--- src/rtl/timing_pkg.sv ---
// -----------------------------------------------------------------------------
// timing_pkg
// Shared timing constants and helpers for everything clocked off the 100 MHz
// system clock.
//
// Contents:
//   BASIC_CLOCK_RATE : system clock frequency in Hz
//   CLOCK_WIDTH      : counter width that covers one second of system clocks
//   ONE_HZ_COUNT     : half-period count of a 1 Hz square wave
//   cfg_status_e     : outcome of a divisor write request
//   hz_to_div(f)     : divisor giving a level output of frequency f Hz
// -----------------------------------------------------------------------------
package timing_pkg;

  localparam int unsigned BASIC_CLOCK_RATE = 100_000_000;
  localparam int unsigned CLOCK_WIDTH      = 27;
  localparam int unsigned ONE_HZ_COUNT     = 50_000_000;

  // Classification of the configuration port in a given cycle.
  typedef enum logic [1:0] {
    CFG_IDLE   = 2'd0,
    CFG_ACCEPT = 2'd1,
    CFG_REJECT = 2'd2
  } cfg_status_e;

  // The level output toggles once per wrap, so its period is 2*D cycles.
  // A level frequency f therefore needs D = clock / (2*f).
  function automatic int unsigned hz_to_div(input int unsigned freq_hz);
    return BASIC_CLOCK_RATE / (2 * freq_hz);
  endfunction

endpackage

--- src/rtl/tick_channel.sv ---
// -----------------------------------------------------------------------------
// tick_channel
// One clock-enable channel: a modulo-D counter that emits a single-cycle tick
// on every wrap and toggles a 50%-duty level. A new divisor is staged as
// "pending" and only becomes active at a period boundary, so a running period
// is never shortened or stretched.
//
// Ports:
//   clk, rst_n : system clock, asynchronous active-low reset
//   en         : count enable (counter and level hold while low)
//   sync       : restart the channel at phase zero, applying any pending divisor
//   wr         : validated divisor write aimed at this channel
//   wr_div     : divisor carried by wr (already known to be non-zero)
//   tick       : registered one-cycle pulse at each wrap
//   level      : registered square wave, toggles at each wrap
//   pend       : a written divisor is waiting to be applied
//   cnt        : current counter value (for phase taps)
// -----------------------------------------------------------------------------
module tick_channel
  import timing_pkg::*;
#(
  parameter int                   CNT_WIDTH = CLOCK_WIDTH,
  parameter logic [CNT_WIDTH-1:0] RESET_DIV = CNT_WIDTH'(ONE_HZ_COUNT)
) (
  input  logic                 clk,
  input  logic                 rst_n,
  input  logic                 en,
  input  logic                 sync,
  input  logic                 wr,
  input  logic [CNT_WIDTH-1:0] wr_div,
  output logic                 tick,
  output logic                 level,
  output logic                 pend,
  output logic [CNT_WIDTH-1:0] cnt
);

  localparam logic [CNT_WIDTH-1:0] ONE = CNT_WIDTH'(1);

  logic [CNT_WIDTH-1:0] cnt_reg;
  logic [CNT_WIDTH-1:0] active_reg;
  logic [CNT_WIDTH-1:0] pending_reg;
  logic                 tick_reg;
  logic                 level_reg;
  logic                 pend_reg;
  logic                 at_wrap;

  // ">=" rather than "==": a divisor applied while the channel is stopped can
  // be smaller than the held count, and the channel must then wrap on its next
  // enabled cycle instead of running all the way round the counter.
  assign at_wrap = (cnt_reg >= (active_reg - ONE));

  always_ff @(posedge clk or negedge rst_n) begin
    if (!rst_n) begin
      cnt_reg     <= '0;
      active_reg  <= RESET_DIV;
      pending_reg <= RESET_DIV;
      tick_reg    <= 1'b0;
      level_reg   <= 1'b0;
      pend_reg    <= 1'b0;
    end else begin
      if (sync) begin
        // pending_reg equals active_reg whenever nothing is pending, so the
        // copy is unconditional.
        cnt_reg    <= '0;
        level_reg  <= 1'b0;
        tick_reg   <= 1'b0;
        active_reg <= pending_reg;
        pend_reg   <= 1'b0;
      end else if (en) begin
        if (at_wrap) begin
          cnt_reg   <= '0;
          tick_reg  <= 1'b1;
          level_reg <= ~level_reg;
          if (pend_reg) begin
            active_reg <= pending_reg;
            pend_reg   <= 1'b0;
          end
        end else begin
          cnt_reg  <= cnt_reg + ONE;
          tick_reg <= 1'b0;
        end
      end else begin
        // A stopped channel has no period in flight, so a pending divisor can
        // take effect straight away.
        tick_reg <= 1'b0;
        if (pend_reg) begin
          active_reg <= pending_reg;
          pend_reg   <= 1'b0;
        end
      end

      // A write is sampled after the apply decision above: one arriving on a
      // wrap (or sync) edge waits for the next boundary, and the last write
      // before application wins.
      if (wr) begin
        pending_reg <= wr_div;
        pend_reg    <= 1'b1;
      end
    end
  end

  assign tick  = tick_reg;
  assign level = level_reg;
  assign pend  = pend_reg;
  assign cnt   = cnt_reg;

endmodule

--- src/rtl/tick_generator_bank.sv ---
// -----------------------------------------------------------------------------
// tick_generator_bank
// Bank of NUM_CH runtime-programmable clock-enable generators used as the
// central timing source (VGA scan, seven-segment scan, blink, game timers).
// Each channel produces a one-cycle tick every D enabled cycles and a level
// that toggles on every wrap. Divisors are written through a small config port
// and applied glitch-free at the next period boundary.
//
// Ports:
//   clk      : 100 MHz system clock
//   rst_n    : asynchronous active-low reset
//   ch_en    : per-channel count enable
//   sync     : restart all channels at phase zero, applying pending divisors
//   cfg_we   : divisor write strobe
//   cfg_ch   : channel addressed by the write
//   cfg_div  : new divisor (1 .. 2^CNT_WIDTH-1)
//   cfg_err  : one-cycle pulse when a write is rejected
//   tick     : per-channel one-cycle tick
//   level    : per-channel square wave (period 2*D)
//   pend     : per-channel "divisor written but not yet applied"
//   iter_sig : bits [ITER_LSB +: ITER_WIDTH] of channel ITER_CH's counter
// -----------------------------------------------------------------------------
module tick_generator_bank
  import timing_pkg::*;
#(
  parameter int                          NUM_CH      = 4,
  parameter int                          CNT_WIDTH   = CLOCK_WIDTH,
  parameter logic [NUM_CH*CNT_WIDTH-1:0] DEFAULT_DIV = {NUM_CH{CNT_WIDTH'(ONE_HZ_COUNT)}},
  parameter int                          ITER_CH     = 0,
  parameter int                          ITER_LSB    = 13,
  parameter int                          ITER_WIDTH  = 2,
  parameter int                          CH_W        = (NUM_CH > 1) ? $clog2(NUM_CH) : 1
) (
  input  logic                  clk,
  input  logic                  rst_n,
  input  logic [NUM_CH-1:0]     ch_en,
  input  logic                  sync,
  input  logic                  cfg_we,
  input  logic [CH_W-1:0]       cfg_ch,
  input  logic [CNT_WIDTH-1:0]  cfg_div,
  output logic                  cfg_err,
  output logic [NUM_CH-1:0]     tick,
  output logic [NUM_CH-1:0]     level,
  output logic [NUM_CH-1:0]     pend,
  output logic [ITER_WIDTH-1:0] iter_sig
);

  cfg_status_e                          cfg_status;
  logic                                 cfg_ch_ok;
  logic                                 cfg_div_ok;
  logic                                 cfg_err_reg;
  logic [NUM_CH-1:0][CNT_WIDTH-1:0]     cnt_all;
  logic                                 unused_cnt;

  // cfg_ch may be wider than needed to address NUM_CH channels, so an
  // out-of-range channel number is a real possibility.
  assign cfg_ch_ok  = (int'(cfg_ch) < NUM_CH);
  assign cfg_div_ok = (cfg_div != '0);

  always_comb begin
    cfg_status = CFG_IDLE;
    if (cfg_we) begin
      cfg_status = (cfg_ch_ok && cfg_div_ok) ? CFG_ACCEPT : CFG_REJECT;
    end
  end

  always_ff @(posedge clk or negedge rst_n) begin
    if (!rst_n) begin
      cfg_err_reg <= 1'b0;
    end else begin
      cfg_err_reg <= (cfg_status == CFG_REJECT);
    end
  end

  assign cfg_err = cfg_err_reg;

  // One channel per generate iteration; sync is broadcast and the validated
  // write is steered to the addressed channel only.
  for (genvar gi = 0; gi < NUM_CH; gi++) begin : g_ch
    logic wr;

    assign wr = (cfg_status == CFG_ACCEPT) && (int'(cfg_ch) == gi);

    tick_channel #(
      .CNT_WIDTH (CNT_WIDTH),
      .RESET_DIV (DEFAULT_DIV[CNT_WIDTH*gi +: CNT_WIDTH])
    ) u_ch (
      .clk    (clk),
      .rst_n  (rst_n),
      .en     (ch_en[gi]),
      .sync   (sync),
      .wr     (wr),
      .wr_div (cfg_div),
      .tick   (tick[gi]),
      .level  (level[gi]),
      .pend   (pend[gi]),
      .cnt    (cnt_all[gi])
    );
  end

  // Phase tap for scan multiplexers; it is a slice of a register, so it is
  // as glitch-free as the other outputs.
  assign iter_sig = cnt_all[ITER_CH][ITER_LSB +: ITER_WIDTH];

  // Only one channel's counter is tapped; the rest are deliberately dropped.
  assign unused_cnt = ^cnt_all;

endmodule

--- config.mk ---
export PLATFORM = sky130hd
export DESIGN_NAME = tick_generator_bank
export DESIGN_NICKNAME = d
export VERILOG_FILES = /design/src/rtl/timing_pkg.sv /design/src/rtl/tick_channel.sv /design/src/rtl/tick_generator_bank.sv
export SDC_FILE = /design/constraint.sdc
export NUM_CORES = 1
export LEC_CHECK = 0
export BUFFER_PORTS_ARGS = -buffer_cell sky130_fd_sc_hd__buf_2
export CAP_MARGIN = 40
export CORE_UTILIZATION = 65
export CTS_CLUSTER_SIZE = 40
export DETAILED_ROUTE_END_ITERATION = 10
export PLACE_DENSITY = 0.9
export SLEW_MARGIN = 20
export SYNTH_ARGS = -nofsm -noshare
export SYNTH_HDL_FRONTEND = slang
export SYNTH_SLANG_ARGS = --single-unit
--- constraint.sdc ---
create_clock -name clk -period 8.3 [get_ports clk]
set_clock_uncertainty 0.05 [all_clocks]
set_input_delay 0.83 -clock clk [delete_from_list [all_inputs] [get_ports clk]]
set_output_delay 0.83 -clock clk [all_outputs]
set_load 0.03 [all_outputs]
==> results of run 1 <==
synth_stat cells (28+ instances only):
cell type	instances
a21oi_1	89
a31oi_1	40
and3_1	31
clkbuf_1	47
dfrtp_1	241
dfstp_2	96
ha_1	116
inv_1	34
mux2_2	217
nand2_1	171
nand3_1	67
nand3b_1	48
nor2_1	100
nor3_1	58
nor4_1	38
o21ai_0	59
or3_1	28
xnor2_1	59
xor2_1	40
cells by family after synthesis:
group	share of synthesized area, %
multiplexers	12.68
buffers and inverters	2.765
adder cells (fa/ha/maj)	7.494
flip-flops	44.17
XOR/XNOR	4.477
AO/OA/AOI/OAI	8.864
AND/OR/NAND/NOR	19.56
final cells by class:
| class | count | area share [%] |
|---|---|---|
| Multi-Input combinational cell | 1399 | 48.54 |
| Inverter | 36 | 0.6379 |
| Tap cell | 384 | 2.268 |
| Sequential cell | 337 | 40.38 |
| Clock buffer | 52 | 4.867 |
| Clock inverter | 13 | 0.7797 |
| Antenna cell | 3 | 0.03544 |
| Timing Repair Buffer | 74 | 2.499 |
worst max-delay path by stage:
stage | from | slack, ns | to | cells after the start
final | g_ch[1].u_ch.active_reg[0] | 3.17 | g_ch[1].u_ch.active_reg[18] | 17
after global routing | g_ch[1].u_ch.active_reg[0] | 2.85 | g_ch[1].u_ch.active_reg[18] | 17
after CTS | g_ch[3].u_ch.active_reg[9] | 3.00 | g_ch[3].u_ch.active_reg[9] | 15
after detailed placement | g_ch[3].u_ch.active_reg[9] | 3.08 | g_ch[3].u_ch.active_reg[10] | 15
after global placement | g_ch[3].u_ch.active_reg[9] | 3.28 | g_ch[3].u_ch.active_reg[5] | 15
after floorplan | g_ch[0].u_ch.active_reg[5] | 3.99 | g_ch[0].u_ch.active_reg[10] | 16
metal layers:
| layer | global-route usage [%] | part of all wire, % |
|---|---|---|
| met2 | 53.59 | 49 |
| met4 | 13.77 | 4.1 |
| met3 | 5.418 | 7.4 |
| met1 | 41.94 | 40 |
| met5 | 0 | 0 |
where the power goes:
| part | switching, mW | leakage [nW] | internal [mW] |
|---|---|---|---|
| clock | 0.683 | 0.575 | 0.962 |
| sequential | 0.263 | 4.11 | 1.96 |
| combinational | 0.428 | 3.99 | 0.415 |
through the flow:
stage                     area (um^2)  std cells
after floorplan                 19370       1854
after global placement          19840       2223
after detailed placement        19950       2229
after CTS                       21150       2294
after global routing            21180       2295
final                           21180       2298
==> metrics.txt, run 1 <==
initial antenna violation count 3; r2r startpoint g_ch[1].u_ch.active_reg[0]; worst-skew pair later-pin latency 0.53 ns; Worst Path Buf+Inv 3; cell depth of the worst flop-to-flop path 17; vias in the first global route 15130; synthesized instance count 1854; Avg Synthesized Cell Area 10.45 um^2; vias per inst 6.687; Post-DP HPWL 31710 um; Main synth FF type dfrtp_1; Peak VDD IR 254.2 uV; drt pass-1 iters 11; post-synthesis cell area 19370 um^2; yosys warns 0; WL/cell 21.16 um; Max-cap violations 0; Bufs on Longest Clock Path 3; Final Critical Period 5.128 ns; CP max FO 27; Iter 0 DRT Violations 1426; Worst Path Required 8.67 ns; Period Utilization, post-route 61.78%; Multi-input gate area 10280 um^2; sequential cell area 8553 um^2; Core Util, Final 73.01%; die height 174.6 um; crit start category register; Yosys reg bits 337; Worst-Margin Slew 0.8775 ns; Syn Nets 2007; Area contributors post-synth dfrtp_1, dfstp_2, mux2_2; H-Tree Depth 2; Setup Slack @ Placement 3.078 ns; clk sink count 337; Slowest Stage Delay on Critical Path 0.55 ns; crit path DAT 5.50 ns; Post-synth EDFFs 0; slew margin rel. 41.50%; vias 15370; fin worst setup slack 3.172 ns; fill cell count 1879; clock transition at the registers of the reported paths 0.06 ns; Residual DRC 3; share of layout cells above drive strength 1 24.70%; GRT Util Overall 32.26%; drt total wl 48620 um; largest net degree at the start of global routing 116; die area 30490 um^2; commonest non-fill, non-tap cell in the layout dfrtp_1; Num CTS Buffers 36; RSZ-0062 raised after global routing false; Pins Over Slew Limit 0; port buffer count 51; TritonCTS clock tree built; critical-path cell list inv_1 > ha_1 > inv_1 > nor4_1 > nand2_1 > nor2_1 > nand3b_1 > xor2_1 > ha_1 > nand3_1 > nor4_1 > nor3b_2 > o311ai_2 > nand2_1 > a21oi_2 > buf_4 > mux2_2; area share of the largest cell type after synthesis 31.14%; fmax 195.0 MHz; CTS root buffer clkbuf_16; fraction of registers with async set/reset 100.0%; register area share after synthesis 44.17%; CP Class register to register; Synth cell types 75; Hold Worst Slack 0.2994 ns; Leak Pwr 8.681 nW; fin nets 2037; pwr/cell area 222.6 nW/um^2; most frequent cells in the layout dfrtp_1, mux2_2, nand2_1, ha_1, nor2_1; R2R Path End g_ch[1].u_ch.active_reg[18]; # IOs 52; Die Wd 174.6 um; grt total ovfl 0; Crit path max-delay family simple AND/OR/NAND/NOR gates; first-pass GRT wire length 78870 um; postcts setup bufs 0; GP Congestion 0.8620; Final Power 4.716 mW; hold buffers post-CTS 0; Detail Route Antenna Nets 0; Setup TNS 0 ns; starting density of the core 66.75%; core area 29010 um^2; Yosys top cell by area dfrtp_1; Hold Crit Class input pin to async pin; final hold violations 0; crit end category register; Site Rows 62; Slowest cell on crit path nand2_1; Setup-failing EPs final 0; failing checks design-rule violations; Area Growth Syn to Fin 9.381%; post-CTS resize count 0; status finished with violations; FF-to-FF setup slack 3.17 ns
Note: power is estimated with default switching activity, not from simulation.
==> run 2, diff against run 1 <==
--- a/config.mk
+++ b/config.mk
@@ -7,10 +7,10 @@
 export LEC_CHECK = 0
 export BUFFER_PORTS_ARGS = -buffer_cell sky130_fd_sc_hd__buf_2
 export CAP_MARGIN = 40
-export CORE_UTILIZATION = 65
+export CORE_UTILIZATION = 57
 export CTS_CLUSTER_SIZE = 40
 export DETAILED_ROUTE_END_ITERATION = 10
-export PLACE_DENSITY = 0.9
+export PLACE_DENSITY = 0.84
 export SLEW_MARGIN = 20
 export SYNTH_ARGS = -nofsm -noshare
 export SYNTH_HDL_FRONTEND = slang
==> constraint.sdc (replaced) <==
create_clock -name clk -period 4.6 [get_ports clk]
set_clock_uncertainty 0.05 [all_clocks]
set_input_delay 0.46 -clock clk [delete_from_list [all_inputs] [get_ports clk]]
set_output_delay 0.46 -clock clk [all_outputs]
set_load 0.03 [all_outputs]
==> run 2 against run 1 <==
Effect of this change:
- worst setup slack got worse by 3.2 ns
- design area rose by 2.2%
- critical path type unchanged
- the run ends with negative setup slack left
- critical path depth is 1 lower
- count of clock-buffer cells in the layout unchanged
- hold slack lost 0.065 ns
- global-route usage shrank 4.6 points
- non-clock buffer count grew 21
- power increased by 84%
- register-to-register slack got worse by 3.2 ns
==> metrics.txt, run 2 (synthesis gave the netlist of run 1 again) <==
status finished with violations (unchanged); failing checks negative setup slack (was design-rule violations); fin worst setup slack -0.0008025 ns (was 3.172 ns); fill cell count 2423 (was 1879); vias in the first global route 15190 (was 15130); Final Critical Period 4.601 ns (was 5.128 ns); Pins Over Slew Limit 0 (unchanged); worst-skew pair later-pin latency 0.52 ns (was 0.53 ns); GP Congestion 0.8538 (was 0.8620); starting density of the core 57.90% (was 66.75%); Max-cap violations 0 (unchanged); Hold Worst Slack 0.2348 ns (was 0.2994 ns); die area 34720 um^2 (was 30490 um^2); drt pass-1 iters 6 (was 11); Peak VDD IR 394.9 uV (was 254.2 uV); Site Rows 67 (was 62); CP Class register to register (unchanged); most frequent cells in the layout dfrtp_1, mux2_2, nand2_1, ha_1, nor2_1 (unchanged); commonest non-fill, non-tap cell in the layout dfrtp_1 (unchanged); final hold violations 0 (unchanged); core area 33450 um^2 (was 29010 um^2); grt total ovfl 0 (unchanged); Iter 0 DRT Violations 1375 (was 1426); fin nets 2060 (was 2037); Setup-failing EPs final 1 (was 0); Num CTS Buffers 37 (was 36); WL/cell 20.59 um (was 21.16 um); Final Power 8.683 mW (was 4.716 mW); vias 15240 (was 15370); sequential cell area 8553 um^2 (unchanged); fmax 217.4 MHz (was 195.0 MHz); H-Tree Depth 2 (unchanged); Worst-Margin Slew 0.8476 ns (was 0.8775 ns); Setup Slack @ Placement -0.1392 ns (was 3.078 ns); crit path DAT 4.95 ns (was 5.50 ns); RSZ-0062 raised after global routing true (was false); Area Growth Syn to Fin 11.84% (was 9.381%); CTS root buffer clkbuf_16 (unchanged); # IOs 52 (unchanged); TritonCTS clock tree built (unchanged); Residual DRC 0 (was 3); clk sink count 337 (unchanged); first-pass GRT wire length 78360 um (was 78870 um); pwr/cell area 400.9 nW/um^2 (was 222.6 nW/um^2); Leak Pwr 8.857 nW (was 8.681 nW); crit end category register (unchanged); Detail Route Antenna Nets 0 (unchanged); share of layout cells above drive strength 1 26.85% (was 24.70%); port buffer count 51 (unchanged); crit start category register (unchanged); CP max FO 14 (was 27); Period Utilization, post-route 100.0% (was 61.78%); largest net degree at the start of global routing 103 (was 116); Worst Path Required 4.95 ns (was 8.67 ns); die height 186.3 um (was 174.6 um); clock transition at the registers of the reported paths 0.07 ns (was 0.06 ns); Multi-input gate area 10440 um^2 (was 10280 um^2); Die Wd 186.3 um (was 174.6 um); initial antenna violation count 3 (unchanged); slew margin rel. 43.49% (was 41.50%); vias per inst 6.396 (was 6.687); GRT Util Overall 27.66% (was 32.26%); Bufs on Longest Clock Path 3 (unchanged); Post-DP HPWL 31920 um (was 31710 um); drt total wl 49040 um (was 48620 um); Hold Crit Class input pin to register (was input pin to async pin)
## run 2: cell type report
cell class	instances	share of cell area [%]
multi-input combinational	1400	48.22
tap	448	2.588
antenna	1	0.01155
clock inverter	13	0.8319
sequential	337	39.49
inverter	36	0.6239
timing repair buffer	95	3.229
clock buffer	52	5.003
## run 2: critical path, cell delays in order, from the launching register on
cell      delay, ns
dfrtp_1        0.38
or4_1          0.56
or3_4          0.38
nor3_4         0.20
nand4_1        0.26
buf_4          0.24
nor2_1         0.15
xnor2_1        0.11
ha_1           0.31
nand4_1        0.18
nor4_2         0.42
nand2_1        0.13
o211ai_2       0.17
or3_4          0.17
a21boi_4       0.22
buf_12         0.18
mux2_2         0.37
## run 2: final timing paths
kind,endpoint,slack (ns),cells after the start,start
min,cfg_err,0.23,3,cfg_we
min reg2reg,g_ch[1].u_ch.active_reg[10],0.45,1,g_ch[1].u_ch.pending_reg[10]
max,g_ch[3].u_ch.active_reg[5],-0.0008,16,g_ch[3].u_ch.active_reg[9]
max in group asynchronous,g_ch[3].u_ch.active_reg[17],2.88,3,rst_n
max reg2reg,g_ch[3].u_ch.active_reg[5],-0.0008,16,g_ch[3].u_ch.active_reg[9]
min in group asynchronous,g_ch[0].u_ch.cnt[23],0.49,2,rst_n
## run 2: metal layers
| layer | GRT usage (%) | up-vias | wire, um |
|---|---|---|---|
| li1 | - | 6926 | - |
| met1 | 34.66 | 7605 | 19980 |
| met2 | 47.52 | 557 | 24340 |
| met3 | 4.476 | 143 | 2874 |
| met4 | 11.47 | 4 | 1821 |
| met5 | 0 | - | 26 |
## run 2: report_power, final
group	switching, mW	leakage [nW]	internal (mW)	total [mW]
Sequential	0.476	4.11	3.54	4.02
Clock	1.23	0.610	1.87	3.10
Combinational	0.779	4.13	0.779	1.56
Total	2.49	8.86	6.19	8.68
## run 2: through the flow
step	cells	utilization [%]	TNS, ns	area, um^2
after floorplan	1854	-	0	19370
after global placement	2306	60.16	0	20120
after detailed placement	2308	60.24	-2.923	20150
after CTS	2375	64.15	0	21460
after global routing	2381	64.74	-2.079	21660
final	2382	64.75	-0.0008025	21660
## run 2: timing repair
action                     CTS  global route
resized for setup            3            25
hold endpoints to repair    51             0
hold buffers                 1             0
setup buffers                0             5
setup endpoints to repair   30           172
pin swaps                    0             5
cloned                       1             0
